## config.mk

```make
export PLATFORM = sky130hd
export DESIGN_NAME = pid_core
export DESIGN_NICKNAME = d
export VERILOG_FILES = /design/src/rtl/pid_pkg.sv /design/src/rtl/pid_sat.sv /design/src/rtl/pid_core.sv
export SDC_FILE = /design/constraint.sdc
export NUM_CORES = 2
export LEC_CHECK = 0
export BUFFER_PORTS_ARGS = -buffer_cell sky130_fd_sc_hd__buf_4
export CAP_MARGIN = 20
export CORE_ASPECT_RATIO = 1.1
export CORE_MARGIN = 2
export CORE_UTILIZATION = 30
export DETAILED_ROUTE_END_ITERATION = 7
export HOLD_SLACK_MARGIN = 0.05
export PLACE_DENSITY = 0.45
export REMOVE_ABC_BUFFERS = 1
export SETUP_SLACK_MARGIN = 0.15
export SLEW_MARGIN = 20
export SYNTH_ARGS = -nofsm -noshare
export SYNTH_HDL_FRONTEND = slang
export SYNTH_HIERARCHICAL = 1
export SYNTH_SLANG_ARGS = --single-unit
```

## constraint.sdc

```tcl
create_clock -name clk -period 20.4 [get_ports clk]
set_clock_uncertainty 0.05 [all_clocks]
set_input_delay 2.04 -clock clk [delete_from_list [all_inputs] [get_ports clk]]
set_output_delay 2.04 -clock clk [all_outputs]
set_load 0.05 [all_outputs]
```

## src/rtl/pid_pkg.sv

```systemverilog
// Shared defaults and saturation-flag encoding for the PID core.
package pid_pkg;

  localparam int unsigned DEF_DWI = 14;
  localparam int unsigned DEF_DWO = 14;
  localparam int unsigned DEF_DWK = 14;
  localparam int unsigned DEF_IW  = 32;
  localparam int unsigned DEF_PSR = 12;
  localparam int unsigned DEF_ISR = 18;
  localparam int unsigned DEF_DSR = 10;

  // {clamped_high, clamped_low}
  typedef enum logic [1:0] {
    SAT_NONE = 2'b00,
    SAT_LOW  = 2'b01,
    SAT_HIGH = 2'b10
  } sat_e;

endpackage

```

## src/rtl/pid_sat.sv

```systemverilog
// Generic signed clamp of a wide value into [lo, hi]; lo wins when lo > hi.
module pid_sat
  import pid_pkg::*;
#(
  parameter int unsigned WI = 16,
  parameter int unsigned WO = 8
) (
  input  logic signed [WI-1:0] din,
  input  logic signed [WO-1:0] lo,
  input  logic signed [WO-1:0] hi,
  output logic signed [WO-1:0] dout,
  output sat_e                 flags
);

  logic signed [WI-1:0] lo_x;
  logic signed [WI-1:0] hi_x;

  assign lo_x = WI'(lo);
  assign hi_x = WI'(hi);

  always_comb begin
    dout  = WO'(din);
    flags = SAT_NONE;
    if ((lo_x > hi_x) || (din < lo_x)) begin
      dout  = lo;
      flags = SAT_LOW;
    end else if (din > hi_x) begin
      dout  = hi;
      flags = SAT_HIGH;
    end
  end

endmodule

```

## src/rtl/pid_core.sv

```systemverilog
// Three-stage streaming PID: error, P/I/D terms with saturating integrator, sum and clamp.
module pid_core
  import pid_pkg::*;
#(
  parameter int unsigned DWI = DEF_DWI,
  parameter int unsigned DWO = DEF_DWO,
  parameter int unsigned DWK = DEF_DWK,
  parameter int unsigned IW  = DEF_IW,
  parameter int unsigned PSR = DEF_PSR,
  parameter int unsigned ISR = DEF_ISR,
  parameter int unsigned DSR = DEF_DSR
) (
  input  logic                  clk,
  input  logic                  rstn,
  input  logic signed [DWI-1:0] sti_dat,
  input  logic                  sti_vld,
  output logic                  sti_rdy,
  output logic signed [DWO-1:0] sto_dat,
  output logic                  sto_vld,
  input  logic                  sto_rdy,
  input  logic signed [DWI-1:0] set_sp,
  input  logic signed [DWK-1:0] set_kp,
  input  logic signed [DWK-1:0] set_ki,
  input  logic signed [DWK-1:0] set_kd,
  input  logic signed [DWO-1:0] set_min,
  input  logic signed [DWO-1:0] set_max,
  input  logic                  int_rst,
  input  logic                  int_hold,
  output logic [1:0]            sat_o
);

  localparam int unsigned EW = DWI + 1;
  localparam int unsigned PW = EW + DWK;
  localparam int unsigned DW = PW + 1;
  localparam int unsigned AW = ((IW > PW) ? IW : PW) + 1;
  localparam int unsigned SW = ((DW > IW) ? DW : IW) + 2;

  localparam logic signed [IW-1:0] ACC_MAX = {1'b0, {(IW-1){1'b1}}};
  localparam logic signed [IW-1:0] ACC_MIN = {1'b1, {(IW-1){1'b0}}};

  logic                 adv;
  logic                 s1_vld;
  logic signed [EW-1:0] s1_err;
  logic                 s2_vld;
  logic signed [PW-1:0] s2_p;
  logic signed [DW-1:0] s2_d;
  logic signed [PW-1:0] d_hist;
  logic signed [IW-1:0] acc;

  logic signed [PW-1:0] prod_p;
  logic signed [PW-1:0] prod_i;
  logic signed [PW-1:0] prod_d;
  logic signed [PW-1:0] term_d;
  logic                 windup;
  logic signed [AW-1:0] acc_sum;
  logic signed [IW-1:0] acc_next;
  sat_e                 acc_flags_unused;
  logic signed [IW-1:0] acc_shr;
  logic signed [SW-1:0] sum;
  logic signed [DWO-1:0] clamp_dat;
  sat_e                 clamp_flags;

  // Whole pipeline moves together unless the output register is stalled.
  assign adv     = !(sto_vld && !sto_rdy);
  assign sti_rdy = adv;

  // S1: error at one extra bit so the subtraction cannot overflow.
  always_ff @(posedge clk or negedge rstn) begin
    if (!rstn) begin
      s1_vld <= 1'b0;
      s1_err <= '0;
    end else if (adv) begin
      s1_vld <= sti_vld;
      if (sti_vld) s1_err <= EW'(set_sp) - EW'(sti_dat);
    end
  end

  assign prod_p = PW'(s1_err) * PW'(set_kp);
  assign prod_i = PW'(s1_err) * PW'(set_ki);
  assign prod_d = PW'(s1_err) * PW'(set_kd);
  assign term_d = prod_d >>> DSR;

  // S2: P and D terms; D history only advances on real samples.
  always_ff @(posedge clk or negedge rstn) begin
    if (!rstn) begin
      s2_vld <= 1'b0;
      s2_p   <= '0;
      s2_d   <= '0;
      d_hist <= '0;
    end else if (adv) begin
      s2_vld <= s1_vld;
      if (s1_vld) begin
        s2_p   <= prod_p >>> PSR;
        s2_d   <= DW'(term_d) - DW'(d_hist);
        d_hist <= term_d;
      end
    end
  end

  // Block integration that would push further into an active output clamp.
  assign windup  = (sat_o[1] && !prod_i[PW-1] && (prod_i != '0)) ||
                   (sat_o[0] && prod_i[PW-1]);
  assign acc_sum = AW'(acc) + AW'(prod_i);

  pid_sat #(.WI(AW), .WO(IW)) u_acc_sat (
    .din  (acc_sum),
    .lo   (ACC_MIN),
    .hi   (ACC_MAX),
    .dout (acc_next),
    .flags(acc_flags_unused)
  );

  always_ff @(posedge clk or negedge rstn) begin
    if (!rstn) begin
      acc <= '0;
    end else if (int_rst) begin
      acc <= '0;
    end else if (adv && s1_vld && !int_hold && !windup) begin
      acc <= acc_next;
    end
  end

  // S3: full-precision sum, then clamp to the live output limits.
  assign acc_shr = acc >>> ISR;
  assign sum     = SW'(s2_p) + SW'(acc_shr) + SW'(s2_d);

  pid_sat #(.WI(SW), .WO(DWO)) u_out_sat (
    .din  (sum),
    .lo   (set_min),
    .hi   (set_max),
    .dout (clamp_dat),
    .flags(clamp_flags)
  );

  always_ff @(posedge clk or negedge rstn) begin
    if (!rstn) begin
      sto_vld <= 1'b0;
      sto_dat <= '0;
      sat_o   <= '0;
    end else if (adv) begin
      sto_vld <= s2_vld;
      if (s2_vld) begin
        sto_dat <= clamp_dat;
        sat_o   <= clamp_flags;
      end
    end
  end

endmodule

```

# ---- Yosys cells after proc, flatten, opt, wreduce, memory -nomap -nowiden
# Cells that the tools add are included.
dict set report totals {
  reg_bits 122
  output_inout_bits 18
}
dict set report classes {
  addsub 5
  mul 3
  order_cmp 5
  mux 8
  bitwise 1
  reduce_logical 19
}
# operator n
set ops {}
lappend ops {{$mux 32} 4}
lappend ops {{$mul 15x14->29} 3}
lappend ops {{$add 32x29->33} 1}
lappend ops {{$gt 33x32->1 const B} 1}
lappend ops {{$lt 33x32->1 const B} 1}
lappend ops {{$reduce_bool 29->1} 1}
lappend ops {{$mux 14} 2}
lappend ops {{$add 18x20->21} 1}
lappend ops {{$gt 21x14->1} 1}
lappend ops {{$lt 21x14->1} 1}
lappend ops {{$sub 19x19->20} 1}
lappend ops {{$add 17x14->18} 1}
lappend ops {{$sub 14x14->15} 1}
lappend ops {{$gt 14x14->1} 1}
lappend ops {{$logic_and 1x1->1} 7}
lappend ops {{$reduce_and 2->1} 3}
lappend ops {{$logic_not 1->1} 5}
lappend ops {{$mux 2} 2}
lappend ops {{$logic_or 1x1->1} 2}
lappend ops {{$reduce_bool 2->1} 1}
lappend ops {{$not 1->1} 1}

# ---- Longest topological paths before layout
dict set report logic_depth {
  word_depth 9
  ltp_mapped 44
  depth_no_buf 41
}

# ---- Modules after synthesis
# Netlist, hierarchy kept.
# mod n_inst cells_each area_each_um2 seq_area_each_um2
set by_module_without_submodules {}
lappend by_module_without_submodules {pid_core 1 3558 32497.4 3052.9}
lappend by_module_without_submodules {{pid_sat at u_acc_sat} 1 617 4470.5 0.0}
lappend by_module_without_submodules {{pid_sat at u_out_sat} 1 270 2210.9 0.0}

# ---- Least setup slack after synthesis
# OpenSTA, ideal clock, no wires.
dict set report synth_path {
  path_type {input to register}
  start {input port set_ki[4]}
  end {register acc[19]}
  setup_ns 0.123
  t_arrival_ns 11.395
  t_required_ns 20.227
  path_slack_ns 8.833
  cell_stages 43
  path_buffers 3
  path_cell_list {clkbuf_1 and2_1 fa_1 inv_1 fa_1 inv_1 fa_1 inv_1 fa_1 inv_1 fa_1 inv_1 fa_1 inv_1 ha_1 a2111oi_2 o21ai_1 a32o_1 [... 7 more ...] a21boi_0 nor2_1 a2111oi_0 o31ai_1 o41ai_1 xnor2_1 ha_1 nand4_1 nor4_1 buf_2 clkbuf_1 nor2b_1 o211ai_1 o311ai_0 a211oi_1 mux2i_1 nand2b_1 mux2i_1}
}
# item line_no
set synth_rtl {}
lappend synth_rtl {{start: declaration} pid_core.sv:23} ;# input logic signed [DWK-1:0] set_ki,
lappend synth_rtl {{$mul 15x14->29 (*)} pid_core.sv:79} ;# assign prod_i = PW'(s1_err) * PW'(set_ki);
lappend synth_rtl {{$add 32x29->33 (*)} pid_core.sv:103} ;# assign acc_sum = AW'(acc) + AW'(prod_i);
lappend synth_rtl {{net acc_sum[30]} pid_core.sv:55} ;# logic signed [AW-1:0] acc_sum;
lappend synth_rtl {{$gt 33x32->1} pid_sat.sv:27} ;# end else if (din > hi_x) begin
lappend synth_rtl {{$mux 32} pid_sat.sv:27}
lappend synth_rtl {{$mux 32 (*)} pid_sat.sv:24} ;# if ((lo_x > hi_x) || (din < lo_x)) begin
lappend synth_rtl {{net acc_next[19]} pid_core.sv:56} ;# logic signed [IW-1:0] acc_next;
lappend synth_rtl {{$mux 32 (*)} pid_core.sv:118} ;# end else if (adv && s1_vld && !int_hold && !windup) begin
lappend synth_rtl {{$mux 32 (*)} pid_core.sv:116} ;# end else if (int_rst) begin
lappend synth_rtl {{end signal: assignment} pid_core.sv:119} ;# acc <= acc_next;
lappend synth_rtl {{end: declaration} pid_core.sv:48} ;# logic signed [IW-1:0] acc;
# Mark *: on every way through the listed nets, which the timed path passes. The rest lies on a longest branch. The select of a mux whose other input is x is not followed.
# A chain may end at the register's enable or synchronous reset.

# ---- Final worst setup path
dict set report layout_path {
  start {input port set_ki[4]}
  end {register acc[17]}
}
# The elaborated chain is that of the path after synthesis.

==> run_results.csv <==
group,metric,value,unit
setup_path,startpoint_type,"input port",
sta,finalSetupViolCount,0,
floorplanning,die_x,348.5,µm
setup_path,critPathArrivalTime,12840,ps
sta,relSlewSlack,-170.7,%
detailed_routing,drtIter0Drc,1261,
final_layout,n_antenna_cell,0,
final_layout,fillers,13810,
floorplanning,die_area,0.1334,mm²
detailed_routing,ant_nets,0,
floorplanning,core_area,0.1301,mm²
setup_path,endpoint_kind,"register",
floorplanning,dieHeight,382.9,µm
setup_path,crit_start,"set_ki[4]",
global_route,antenna_found_initial,8,
sta,finalHoldViolations,0,
outcome,outcome,"complete, but fails checks",
global_route,grt_use_total,16.63,%
detailed_routing,wl_per_cell,17.06,µm
final_layout,drive_gt1_share,5.759,%
detailed_routing,vias,29600,
synth,yosys_warnings,6,
detailed_routing,drc_errors,0,
setup_path,path_class,"input port to register",
placed_design,portBuffers,121,
outcome,failed_checks,"slew limit",
cts,cts_hold_buf,0,
cts,cts_buffers,17,
worst_hold_path,min_from,"s2_vld",
floorplanning,initial_utilization,30.10,%
synth,postSynthCellCount,4442,
setup_path,reg2reg_from,"s1_err[7]",
final_layout,area_growth_syn_to_layout,9.141,%
cts,cts_buffer_depth,2,
detailed_routing,firstDrtPassIters,5,
global_route,overflow,0,
cts,h-tree-depth,4,
synth,synth_area_per_cell,8.816,µm²
cts,cts_tree,"done",
synth,syn_area,0.03916,mm²
global_route,grt_pass1_wl,174200,µm
global_route,grt_max_degree,96,
setup_path,cpMaxStageDelayCell,"buf_4",
final_layout,final_cell_mix,"inv_1 (896), fa_1 (643), ha_1 (467)",
worst_hold_path,hold_path_class,"register to register",
sta,slew_violations,69,
cts,post-cts-setup-buffers,0,
sta,clock.fmax,79.66,MHz
cts,cts_sinks,122,
global_route,grt_pass1_vias,31600,
setup_path,cpPeakStageDelay,630,ps
cts,clk_pin_slew,60,ps
floorplanning,row_count,139,
detailed_routing,totalWireLength,107000,µm
floorplanning,boundaryPins,122,
sta,tightest_slew,4037,ps
sta,finalCriticalPeriod,12550,ps
final_layout,final_common_cell,"inv_1",
setup_path,crit_required,20690,ps
cts,cts-root-buf,"clkbuf_16",
sta,setup_tns,0,ps
detailed_routing,viasPerCell,4.717,
final_layout,nNetsFinal,5785,
setup_path,worstPathMaxFanout,65,
sta,rsz0062_at_grt,"false",
cts,cts.repair.resized,0,
cts,insertion_delay,490,ps
placed_design,globalplace.congestion,0.8037,
sta,post-route-period-util,61.53,%
job,cap_violations,0,
placed_design,dp_hpwl,86890,µm
## layout make-up
class	instances	area [µm²]	share of cell area [%]
multi-input cells	3374	32460	75.95
inverters	896	3363	7.869
flip-flops and latches	122	3053	7.143
well taps	1692	2117	4.953
repair buffers	160	1205	2.819
clock buffers	18	429.2	1.004
clock inverters	14	110.1	0.2576
## metal layers
metal  vias up  wire, µm  GRT usage (%)
met5         -         0              0
met3        99      2778          1.643
met1     14850     46130          20.78
li1      14300         -              -
met2       354     56010          30.59
met4         0      2123          3.927
## per-stage QoR
step,cell area (µm²),cells,worst slack (ps),util [%],hold WS [ps]
floorplan,38850,4392,4201,-,386.5
global placement,42200,6244,7377,32.44,414.2
detailed placement,42200,6244,7237,32.44,424.7
CTS,42740,6276,7713,32.85,440.0
global route,42740,6276,6899,32.85,466.7
finish,42740,6276,7847,32.85,433.5
## worst max-delay path, delay by kind of cell
family | cells | cell delay [ps]
adder cells (fa/ha/maj) | 9 | 3880
multiplexers | 2 | 180
buffers and inverters | 9 | 1350
AO/OA/AOI/OAI | 14 | 3790
XOR/XNOR | 2 | 480
AND/OR/NAND/NOR | 6 | 1070
## state kept, by name, summed over array words and instances, names as in the netlist, 2 cells and up
signal / count
sto_dat: 14
s2_p: 17
s1_err: 15
sat_o: 2
s2_d: 20
d_hist: 19
acc: 32
## final timing paths
kind,end,slack (ps),cells past startpoint
min in group asynchronous,acc[2],1560,1
worst min register to register,sto_vld,430,2
worst min-delay path,sto_vld,430,2
max in group asynchronous,s1_err[8],17420,2
worst max register to register,acc[17],8310,39
worst max-delay path,acc[17],7850,42
Power is not shown: default switching activity piles up to over one toggle a cycle in this logic, so the estimate is an artifact.
